===== src/rtl/uart_pkg.sv =====
// Shared UART definitions: FSM state encoding and oversampling constants.
// Used by uart_rx and intended for reuse by the matching transmitter.
package uart_pkg;

    localparam int unsigned OVERSAMPLE  = 16;
    localparam int unsigned MID_TICK    = 7;
    localparam int unsigned LAST_TICK   = 15;
    localparam int unsigned NB_TICK_CNT = $clog2(OVERSAMPLE);

    typedef enum logic [2:0] {
        IDLE   = 3'd0,
        START  = 3'd1,
        DATA   = 3'd2,
        PARITY = 3'd3,
        STOP   = 3'd4,
        BREAK  = 3'd5
    } uart_state_t;

endpackage


===== src/rtl/uart_sync_2ff.sv =====
// Two-flop synchronizer for a single asynchronous input.
// Ports:
//   i_clock   - destination clock
//   i_reset   - synchronous active-high reset, loads RESET_VAL into both flops
//   i_async   - asynchronous input
//   o_sync    - synchronized output (2 clocks of latency)
module uart_sync_2ff #(
    parameter logic RESET_VAL = 1'b1
) (
    input  logic i_clock,
    input  logic i_reset,
    input  logic i_async,
    output logic o_sync
);

    logic meta;

    always_ff @(posedge i_clock) begin
        if (i_reset) begin
            meta   <= RESET_VAL;
            o_sync <= RESET_VAL;
        end else begin
            meta   <= i_async;
            o_sync <= meta;
        end
    end

endmodule


===== src/rtl/uart_rx.sv =====
// UART receiver with 16x oversampling; samples each bit at its midpoint and
// delivers one NB_DATA-bit word per frame with a one-cycle done strobe.
// Optional even-parity checking is compiled in with UART_RX_PARITY_EN.
// Ports:
//   i_clock        - system clock
//   i_reset        - synchronous active-high reset
//   i_tick         - 16x baud enable pulse
//   i_rx           - asynchronous serial input, idle high
//   o_data         - last received word, held until next frame completes
//   o_rx_done      - one-cycle pulse when o_data updates
//   o_frame_error  - stop bit sampled low for the delivered frame
//   o_parity_error - parity mismatch for the delivered frame (UART_RX_PARITY_EN only)
module uart_rx
    import uart_pkg::*;
#(
    parameter int unsigned NB_DATA      = 8,
    parameter int unsigned N_STOP_TICKS = 16,
    parameter int unsigned NB_STOP_CNT  = $clog2(N_STOP_TICKS)
) (
    input  logic               i_clock,
    input  logic               i_reset,
    input  logic               i_tick,
    input  logic               i_rx,
    output logic [NB_DATA-1:0] o_data,
    output logic               o_rx_done,
`ifdef UART_RX_PARITY_EN
    output logic               o_parity_error,
`endif
    output logic               o_frame_error
);

    // One counter serves both the 16-tick bit periods and the stop period.
    localparam int unsigned NB_CNT     = (NB_STOP_CNT > NB_TICK_CNT) ? NB_STOP_CNT : NB_TICK_CNT;
    localparam int unsigned NB_BIT_CNT = (NB_DATA > 1) ? $clog2(NB_DATA) : 1;

    localparam logic [NB_CNT-1:0]     CNT_MID  = NB_CNT'(MID_TICK);
    localparam logic [NB_CNT-1:0]     CNT_LAST = NB_CNT'(LAST_TICK);
    localparam logic [NB_CNT-1:0]     CNT_STOP = NB_CNT'(N_STOP_TICKS - 1);
    localparam logic [NB_CNT-1:0]     CNT_ONE  = NB_CNT'(1);
    localparam logic [NB_BIT_CNT-1:0] BIT_LAST = NB_BIT_CNT'(NB_DATA - 1);
    localparam logic [NB_BIT_CNT-1:0] BIT_ONE  = NB_BIT_CNT'(1);

    logic                  rx_s;
    uart_state_t           state,     state_next;
    logic [NB_CNT-1:0]     cnt,       cnt_next;
    logic [NB_BIT_CNT-1:0] bit_cnt,   bit_cnt_next;
    logic [NB_DATA-1:0]    shift_reg, shift_next;
    logic [NB_DATA-1:0]    data_next;
    logic                  done_next;
    logic                  ferr_next;
`ifdef UART_RX_PARITY_EN
    logic                  perr_q, perr_q_next;
    logic                  perr_next;
`endif

    uart_sync_2ff #(
        .RESET_VAL (1'b1)
    ) u_sync (
        .i_clock (i_clock),
        .i_reset (i_reset),
        .i_async (i_rx),
        .o_sync  (rx_s)
    );

    // State and datapath registers.
    always_ff @(posedge i_clock) begin
        if (i_reset) begin
            state         <= IDLE;
            cnt           <= '0;
            bit_cnt       <= '0;
            shift_reg     <= '0;
            o_data        <= '0;
            o_rx_done     <= 1'b0;
            o_frame_error <= 1'b0;
`ifdef UART_RX_PARITY_EN
            perr_q         <= 1'b0;
            o_parity_error <= 1'b0;
`endif
        end else begin
            state         <= state_next;
            cnt           <= cnt_next;
            bit_cnt       <= bit_cnt_next;
            shift_reg     <= shift_next;
            o_data        <= data_next;
            o_rx_done     <= done_next;
            o_frame_error <= ferr_next;
`ifdef UART_RX_PARITY_EN
            perr_q         <= perr_q_next;
            o_parity_error <= perr_next;
`endif
        end
    end

    // Next-state and datapath logic; everything advances only on ticks.
    always_comb begin
        state_next   = state;
        cnt_next     = cnt;
        bit_cnt_next = bit_cnt;
        shift_next   = shift_reg;
        data_next    = o_data;
        done_next    = 1'b0;
        ferr_next    = o_frame_error;
`ifdef UART_RX_PARITY_EN
        perr_q_next  = perr_q;
        perr_next    = o_parity_error;
`endif
        if (i_tick) begin
            unique case (state)
                IDLE: begin
                    if (!rx_s) begin
                        state_next = START;
                        cnt_next   = '0;
                    end
                end
                START: begin
                    if (cnt == CNT_MID) begin
                        // A start bit that has gone high by mid-bit is a glitch.
                        if (!rx_s) begin
                            state_next   = DATA;
                            cnt_next     = '0;
                            bit_cnt_next = '0;
                        end else begin
                            state_next = IDLE;
                        end
                    end else begin
                        cnt_next = cnt + CNT_ONE;
                    end
                end
                DATA: begin
                    if (cnt == CNT_LAST) begin
                        shift_next = {rx_s, shift_reg[NB_DATA-1:1]};
                        cnt_next   = '0;
                        if (bit_cnt == BIT_LAST) begin
`ifdef UART_RX_PARITY_EN
                            state_next = PARITY;
`else
                            state_next = STOP;
`endif
                        end else begin
                            bit_cnt_next = bit_cnt + BIT_ONE;
                        end
                    end else begin
                        cnt_next = cnt + CNT_ONE;
                    end
                end
`ifdef UART_RX_PARITY_EN
                PARITY: begin
                    if (cnt == CNT_LAST) begin
                        // Even parity: total ones over data plus parity must be even.
                        perr_q_next = rx_s ^ (^shift_reg);
                        cnt_next    = '0;
                        state_next  = STOP;
                    end else begin
                        cnt_next = cnt + CNT_ONE;
                    end
                end
`endif
                STOP: begin
                    if (cnt == CNT_STOP) begin
                        data_next  = shift_reg;
                        done_next  = 1'b1;
                        ferr_next  = ~rx_s;
`ifdef UART_RX_PARITY_EN
                        perr_next  = perr_q;
`endif
                        // A low line here is held in BREAK so it cannot retrigger.
                        state_next = rx_s ? IDLE : BREAK;
                    end else begin
                        cnt_next = cnt + CNT_ONE;
                    end
                end
                BREAK: begin
                    if (rx_s) begin
                        state_next = IDLE;
                    end
                end
                default: begin
                    state_next = IDLE;
                end
            endcase
        end
    end

endmodule


===== config.mk =====
export PLATFORM = sky130hd
export DESIGN_NAME = uart_rx
export DESIGN_NICKNAME = d
export VERILOG_FILES = /design/src/rtl/uart_pkg.sv /design/src/rtl/uart_sync_2ff.sv /design/src/rtl/uart_rx.sv
export SDC_FILE = /design/constraint.sdc
export NUM_CORES = 1
export LEC_CHECK = 0
export CAP_MARGIN = 20
export CORE_MARGIN = 3
export CORE_UTILIZATION = 59
export DETAILED_ROUTE_END_ITERATION = 6
export PLACE_DENSITY = 0.88
export SETUP_SLACK_MARGIN = 0.2
export SLEW_MARGIN = 25
export SYNTH_ARGS = -nofsm -noshare
export SYNTH_HDL_FRONTEND = slang
export SYNTH_HIERARCHICAL = 1
export SYNTH_SLANG_ARGS = --single-unit

===== constraint.sdc =====
create_clock -name i_clock -period 3.6 [get_ports i_clock]
set_clock_uncertainty 0.1 [all_clocks]
set_input_delay 0.72 -clock i_clock [delete_from_list [all_inputs] [get_ports i_clock]]
set_output_delay 0.72 -clock i_clock [all_outputs]
set_load 0.01 [all_outputs]

==> results_dict.tcl, run 1 <==
set metrics [dict create \
    cts_tree "yes" \
    hpwl_um 1870 \
    finalSetupViolations 0 \
    cts.sinks 30 \
    overflow 0 \
    grt_pass1_wl_um 4660 \
    firstDrtPassIters 4 \
    drc 0 \
    power.density_nw_per_um2 338 \
    worst_pin_slew_ns 0.624 \
    io_pins 14 \
    synth_commonest_cells "dfxtp_1, nor2_1, mux2i_1, nand2_1" \
    critPathKind "in2reg" \
    postSynthAreaPerCell_um2 9.48 \
    synth-seq-cells 30 \
    worstSetupEndpointType "register" \
    cts_hold_buffers 0 \
    syn-num-nets 159 \
    period_minus_slack_ns 2.17 \
    fin_cells 191 \
    holdCritPathClass "reg2reg" \
    stdcell_area_um2 1610 \
    reg2reg_setup_slack_ns 1.58 \
    rows 17 \
    wl_um 2630 \
    crit_fanout 20 \
    fin_tns_setup_ns 0 \
    start_util 0.639 \
    synthCells 152 \
    seq_area_um2 601 \
    cap_violations 0 \
    drive_above_1_share 0.0982 \
    fmax_ghz 0.460 \
    cp.required_ns 3.72 \
    placed_cells 184 \
    synth_area_leaders "dfxtp_1, mux2i_1, nor2_1, ha_1, xnor2_1" \
    dr.first_iter.drc_count 34 \
    synth_warnings 6 \
    routedWlPerCell_um 13.8 \
    grt_max_degree 21 \
    fin_nets 170 \
    syn2layout_area_growth_pct 11.6 \
    slew_viol_final 0 \
    core-area_um2 2250 \
    rsz0062_at_grt "no" \
    avgViaCountPerCell 5.81 \
    ctsResizeCount 0 \
    numCtsBuffers 5 \
    cp-start-kind "primary input" \
    die-area_um2 3070 \
    synth-seq-area-share 0.417 \
    chipHeight_um 55.4 \
    htree_levels 2 \
    clock_latency_ns 0.32 \
    grt_use_total 0.189 \
    worstPathArrival_ns 2.29 \
    numPortBuffers 13 \
    status "complete, no violations" \
    root_buffer "clkbuf_4" \
    synth_ff_type "dfxtp_1" \
    place_area_um2 1560 \
    antenna_found_initial 0 \
    ant_nets 0 \
    synth_top_area_share 0.417 \
    cts_setup_buffers 0 \
    n_fill_cell 178 \
    routabilityCongestion 0.767 \
    max_slew_margin 0.583 \
    first_global_vias 1094 \
    multi_input_area_um2 783 \
    synth-async-reset-ratio 0 \
    clkSlewWorstSetupHoldPaths_ns 0.09 \
    diodes 0 \
    vdd.ir_drop.worst_mv 0.254 \
    vias 1110 \
    final_util 0.714 \
    synth_area_leader_cell "dfxtp_1" \
    final_hold_viol_count 0 \
    synth-edff-count 0 \
    period_share 0.604 \
    netlist_area_um2 1440 \
    ctsLongestPathBuffers 2 \
    dieWidth_um 55.4 \
    power_leakage_nw 0.585 \
    synth_most_common_cell "dfxtp_1" \
    synth_cell_types 40 \
]
## metrics by stage
stage	total power [W]	hold WS, ns	setup WS, ns
global route	0.000572	0.337	1.35
detailed placement	0.000378	0.298	1.12
global placement	0.000376	0.293	1.14
floorplan	0.000368	0.285	1.98
CTS	0.000552	0.314	1.46
finish	0.000545	0.304	1.43
## worst paths after layout
check / start / to / cells past startpoint
worst max register to register: state[1]$_SDFFE_PP0P_ / bit_cnt[0]$_SDFFE_PP0P_ / 5
worst max-delay path: i_reset / cnt[3]$_SDFFE_PP0P_ / 5
worst min register to register: u_sync/meta$_SDFF_PP1_ / u_sync/o_sync$_SDFF_PP1_ / 1
worst min-delay path: u_sync/meta$_SDFF_PP1_ / u_sync/o_sync$_SDFF_PP1_ / 1
## cells by family after synthesis
family	synth area share
simple gates	0.227
buf+inv	0.0399
fa+ha+maj	0.0260
compound gates	0.109
flops	0.417
xor+xnor	0.0243
mux	0.157
## critical path, stage by stage
cell             delay (ns)
clkdlybuf4s50_1        0.87
a21oi_1                0.14
o2111a_1               0.22
a21o_1                 0.17
a22o_1                 0.17
## final cells by class
class                           instances  share of cell area
Sequential cell                        30               0.373
Tap cell                               28              0.0218
Inverter                                2             0.00467
Clock buffer                            7              0.0280
Multi-Input combinational cell        110               0.487
Timing Repair Buffer                   14              0.0855
## per-layer routing
metal	vias up	part of all wire	global-route usage
met5	-	0	0
met4	0	0.015	0.0799
met3	7	0.051	0.0748
met2	30	0.48	0.307
met1	527	0.46	0.220
li1	546	-	-
## power breakdown
group / switching, W / leakage [nW] / internal [W]
combinational: 0.0000179 / 0.317 / 0.0000142
sequential: 0.00000466 / 0.242 / 0.000334
clock: 0.000101 / 0.0254 / 0.0000735
## cells in the final DEF (no fill, tap or decap), types with 4 or more instances in the layout
master	count
dfxtp_1	30
nand2_1	8
mux2i_1	20
a21oi_1	4
nor2_1	23
clkbuf_4	5
xnor2_1	4
a31oi_1	4
nand2b_1	4
clkdlybuf4s50_1	13
No activity file was read; power rests on OpenSTA's default activity.
==> inputs of run 2 (changes only) <==
Settings changed: CORE_UTILIZATION 59 to 55, PLACE_DENSITY 0.88 to 0.83.
Clock period 3.6 ns to 2.1 ns, I/O delays scaled along.
==> run 2 against run 1 <==
Effect of this change:
- flip-flop and latch count unchanged
- count of clock-buffer cells in the layout fell by 1
- critical path depth up 1
- power rose by 78%
- sequential power increased by 71%
- largest power group unchanged
- cell count increased by 2.6%
- highest routed layer unchanged
- non-clock buffer count increased by 6
==> results_dict.tcl, run 2 (synthesized netlist as in run 1, its figures left out) <==
set metrics [dict create \
    period_minus_slack_ns 1.80 \
    antenna_found_initial 0 \
    max_slew_margin 0.696 \
    firstDrtPassIters 4 \
    multi_input_area_um2 783 \
    critPathMaxStageDelay_ns 0.38 \
    worst_pin_slew_ns 0.455 \
    slew_viol_final 0 \
    fin_tns_setup_ns 0 \
    io_pins 14 \
    p_seq_frac 0.597 \
    drive_above_1_share 0.143 \
    crit_slowest_cell "dfxtp_1" \
    timing.final.ws_setup_ns 0.301 \
    core-area_um2 2340 \
    cp-start-kind "register" \
    status "complete, no violations" \
    holdCritPathClass "reg2reg" \
    chipHeight_um 57.2 \
    die-area_um2 3270 \
    wl_um 2730 \
    crit_fanout 11 \
    start_util 0.616 \
    power_leakage_nw 0.625 \
    worstSetupEndpointType "register" \
    final_hold_viol_count 0 \
    hpwl_um 1870 \
    syn2layout_area_growth_pct 16.1 \
    overflow 0 \
    seq_area_um2 602 \
    period_share 0.857 \
    clkSlewWorstSetupHoldPaths_ns 0.09 \
    diodes 0 \
    routabilityCongestion 0.880 \
    vdd.ir_drop.worst_mv 0.578 \
    stdcell_area_um2 1670 \
    switching_share 0.227 \
    grt_pass1_wl_um 4760 \
    clock_latency_ns 0.32 \
    fin_nets 176 \
    root_buffer "clkbuf_4" \
    total_power_w 0.000971 \
    worstPathArrival_ns 1.97 \
    layout_commonest_cell "dfxtp_1" \
    p_switching_w 0.000220 \
    hold_ws_ns 0.311 \
    grt_max_degree 21 \
    avgViaCountPerCell 5.68 \
    cts_tree "yes" \
    cap_violations 0 \
    rows 17 \
    first_global_vias 1088 \
    n_fill_cell 175 \
    power.density_nw_per_um2 580 \
    ant_nets 0 \
    dieWidth_um 57.2 \
    cts_hold_buffers 0 \
    routedWlPerCell_um 13.9 \
    grt_use_total 0.188 \
    numPortBuffers 13 \
    numCtsBuffers 5 \
    crit_chain "buf_4 -> or2_1 -> a21oi_1 -> o2111a_1 -> a21o_1 -> a22o_1" \
    layout_common_cells "dfxtp_1, nor2_1, mux2i_1" \
    ctsLongestPathBuffers 2 \
    combPwrFrac 0.063 \
    rsz0062_at_grt "no" \
    power.share.clock 0.341 \
    finalSetupViolations 0 \
    dr.first_iter.drc_count 40 \
    place_ws_ns 0.0454 \
    fmax_ghz 0.556 \
    drc 0 \
    vias 1113 \
    cts.sinks 30 \
    internal_power_w 0.000750 \
    cp.required_ns 2.27 \
    htree_levels 2 \
    critPathKind "reg2reg" \
    place_area_um2 1600 \
]
==> run 2: final timing paths <==
check / from / to / slack (ns) / depth (start not counted)
setup reg to reg: state[1]$_SDFFE_PP0P_ / cnt[3]$_SDFFE_PP0P_ / 0.30 / 6
setup / recovery: state[1]$_SDFFE_PP0P_ / cnt[3]$_SDFFE_PP0P_ / 0.30 / 6
hold / removal: u_sync/meta$_SDFF_PP1_ / u_sync/o_sync$_SDFF_PP1_ / 0.31 / 1
hold reg to reg: u_sync/meta$_SDFF_PP1_ / u_sync/o_sync$_SDFF_PP1_ / 0.31 / 1
==> run 2: stage by stage <==
| step | std cells | utilization |
|---|---|---|
| floorplan | 152 | - |
| global placement | 189 | 0.684 |
| detailed placement | 189 | 0.684 |
| CTS | 195 | 0.706 |
| global route | 196 | 0.716 |
| finish | 196 | 0.716 |
==> run 2: critical path, delay by kind of cell (launching register included) <==
| kind | cells | cell delay (ns) |
|---|---|---|
| flip-flops | 1 | 0.38 |
| AO/OA/AOI/OAI | 4 | 0.79 |
| AND/OR/NAND/NOR | 1 | 0.27 |
| buffers and inverters | 1 | 0.20 |
==> run 2: per-layer routing <==
metal / GRT usage / up-vias / wire length [um]
met5: 0 / - / 0
met4: 0.0960 / 0 / 63
met3: 0.0701 / 7 / 132
met2: 0.284 / 30 / 1210
met1: 0.235 / 513 / 1330
li1: - / 563 / -
==> run 2: power by group through the flow <==
stage	Combinational, W	Sequential (W)	Clock (W)
after global routing	0.0000656	0.000580	0.000373
final	0.0000609	0.000579	0.000331
after CTS	0.0000596	0.000578	0.000347
after floorplan	0.0000438	0.000588	0
after detailed placement	0.0000592	0.000592	0
after global placement	0.0000576	0.000592	0
==> run 2: timing repair <==
action	4_1_cts	5_1_grt
resized for setup	0	1
setup endpoints to repair	0	7
setup buffers	0	1
==> run 2: final cells by class <==
type | count | area share
clock buffers | 6 | 0.0306
inverters | 2 | 0.00448
multi-input cells | 110 | 0.468
flip-flops and latches | 30 | 0.359
well taps | 28 | 0.0209
repair buffers | 20 | 0.117
==> inputs of run 3 (changes only) <==
Settings changed: CORE_ASPECT_RATIO set to 1.2.
==> run 3 against run 2 <==
Effect of this change:
- die area about the same
- routed wire length decreased by 2.3%
- clock power increased by 9.7%
- first-iteration DRC count decreased by 43%
- count of clock-buffer cells in the layout stayed put
- via count fell by 0.36%
- power is 3.1% higher
- sequential share of layout area increased by 0.081 points
- register-to-register slack about the same
- non-clock buffer count is 1 lower
- flip-flop and latch count did not move
- critical endpoint is now shift_reg[2]$_SDFFE_PP0P_
- largest cell class unchanged
- highest routed layer unchanged
==> results_dict.tcl, run 3 (synthesized netlist as in run 1, its figures left out) <==
set metrics [dict create \
    wl_um 2670 \
    stdcell_area_um2 1670 \
    min_to "u_sync/o_sync$_SDFF_PP1_" \
    layout_common_cells "dfxtp_1, nor2_1, mux2i_1" \
    holdCritPathClass "reg2reg" \
    worstHoldPathCells 1 \
    ant_nets 0 \
    root_buffer "clkbuf_4" \
    drive_above_1_share 0.148 \
    place_area_um2 1610 \
    first_global_vias 1086 \
    firstDrtPassIters 4 \
    cts.sinks 30 \
    fin_nets 175 \
    die-area_um2 3270 \
    clkSlewWorstSetupHoldPaths_ns 0.09 \
    rows 19 \
    period_share 0.852 \
    htree_levels 2 \
    worstSetupEndpointType "register" \
    vias 1109 \
    critPathKind "reg2reg" \
    ctsLongestPathBuffers 2 \
    worstPathArrival_ns 1.91 \
    hold_start "u_sync/meta$_SDFF_PP1_" \
    r2r-start "cnt[0]$_SDFFE_PP0P_" \
    routabilityCongestion 0.857 \
    syn2layout_area_growth_pct 15.9 \
    reg2reg_setup_slack_ns 0.31 \
    max_slew_margin 0.675 \
    core-area_um2 2400 \
    fin_cells 200 \
    fmax_ghz 0.559 \
    drc 0 \
    status "complete, no violations" \
    power.density_nw_per_um2 599 \
    placed_cells 192 \
    clock_latency_ns 0.33 \
    timing.rr.end "shift_reg[2]$_SDFFE_PP0P_" \
    routedWlPerCell_um 13.3 \
    vdd.ir_drop.worst_mv 0.594 \
    diodes 0 \
    rsz0062_at_grt "no" \
    finalSetupViolations 0 \
    grt_pass1_wl_um 4590 \
    period_minus_slack_ns 1.79 \
    cts_tree "yes" \
    grt_max_degree 19 \
    rr_worst_depth 6 \
    final_hold_viol_count 0 \
    crit_fanout 8 \
    grt_use_total 0.197 \
    cp-start-kind "register" \
    power_leakage_nw 0.621 \
    fin_tns_setup_ns 0 \
    numPortBuffers 13 \
    antenna_found_initial 0 \
    hpwl_um 1960 \
    start_util 0.600 \
    io_pins 14 \
    chipHeight_um 62.1 \
    cp.required_ns 2.23 \
    avgViaCountPerCell 5.55 \
    overflow 0 \
    slew_viol_final 0 \
    layout_commonest_cell "dfxtp_1" \
    worst_pin_slew_ns 0.486 \
    cap_violations 0 \
    dieWidth_um 52.7 \
    dr.first_iter.drc_count 23 \
    numCtsBuffers 5 \
]
[run 3: cell count changes in the layout (fill, tap and decap cells not counted), sizes merged]
cell	previous run	this run
clkinv	0	1
buf	7	6
clkinvlp	0	1
[run 3: power breakdown]
part | internal [W] | total [W] | switching, W
Combinational | 0.0000272 | 0.0000591 | 0.0000320
Clock | 0.000161 | 0.000363 | 0.000202
Sequential | 0.000572 | 0.000579 | 0.00000644
Total | 0.000760 | 0.00100 | 0.000240
[run 3: critical path: stages (launching register included)]
cell     delay, ns
dfxtp_1       0.37
ha_1          0.26
and3_1        0.22
nand2_2       0.13
nor2_4        0.29
mux2i_1       0.25
nor2_1        0.06
[run 3: stage by stage]
| stage | utilization | total power [W] | worst slack (ns) | hold WS, ns |
|---|---|---|---|---|
| after floorplan | - | 0.000631 | 0.483 | 0.285 |
| after global placement | 0.669 | 0.000649 | 0.104 | 0.296 |
| after detailed placement | 0.669 | 0.000651 | 0.0365 | 0.299 |
| after CTS | 0.695 | 0.00102 | 0.280 | 0.311 |
| after global routing | 0.696 | 0.00105 | 0.203 | 0.336 |
| final | 0.696 | 0.00100 | 0.311 | 0.305 |
[run 3: area by class of cell]
cell class	count	area, um^2
multi-input combinational	110	783
fill	191	731
sequential	30	602
timing repair buffer	19	175
clock buffer	6	51.3
tap	31	38.8
clock inverter	2	12.5
inverter	2	7.51
[run 3: worst max path at each step]
stage	slack, ns	endpoint	from
CTS	0.28	bit_cnt[0]$_SDFFE_PP0P_	state[1]$_SDFFE_PP0P_
global route	0.20	shift_reg[7]$_SDFFE_PP0P_	cnt[0]$_SDFFE_PP0P_
finish	0.31	shift_reg[2]$_SDFFE_PP0P_	cnt[0]$_SDFFE_PP0P_
global placement	0.10	shift_reg[0]$_SDFFE_PP0P_	i_tick
floorplan	0.48	bit_cnt[0]$_SDFFE_PP0P_	cnt[3]$_SDFFE_PP0P_
detailed placement	0.04	shift_reg[2]$_SDFFE_PP0P_	i_tick
[run 3: metal layers]
layer	GRT usage	wire, um
met5	0	0
met4	0.0985	42
met3	0.0764	109
met1	0.206	1170
met2	0.344	1340
[run 3: what timing repair did]
action,in CTS,in global routing
setup endpoints to repair,0,8
setup buffers,0,0
resized for setup,0,1
hold buffers,0,0
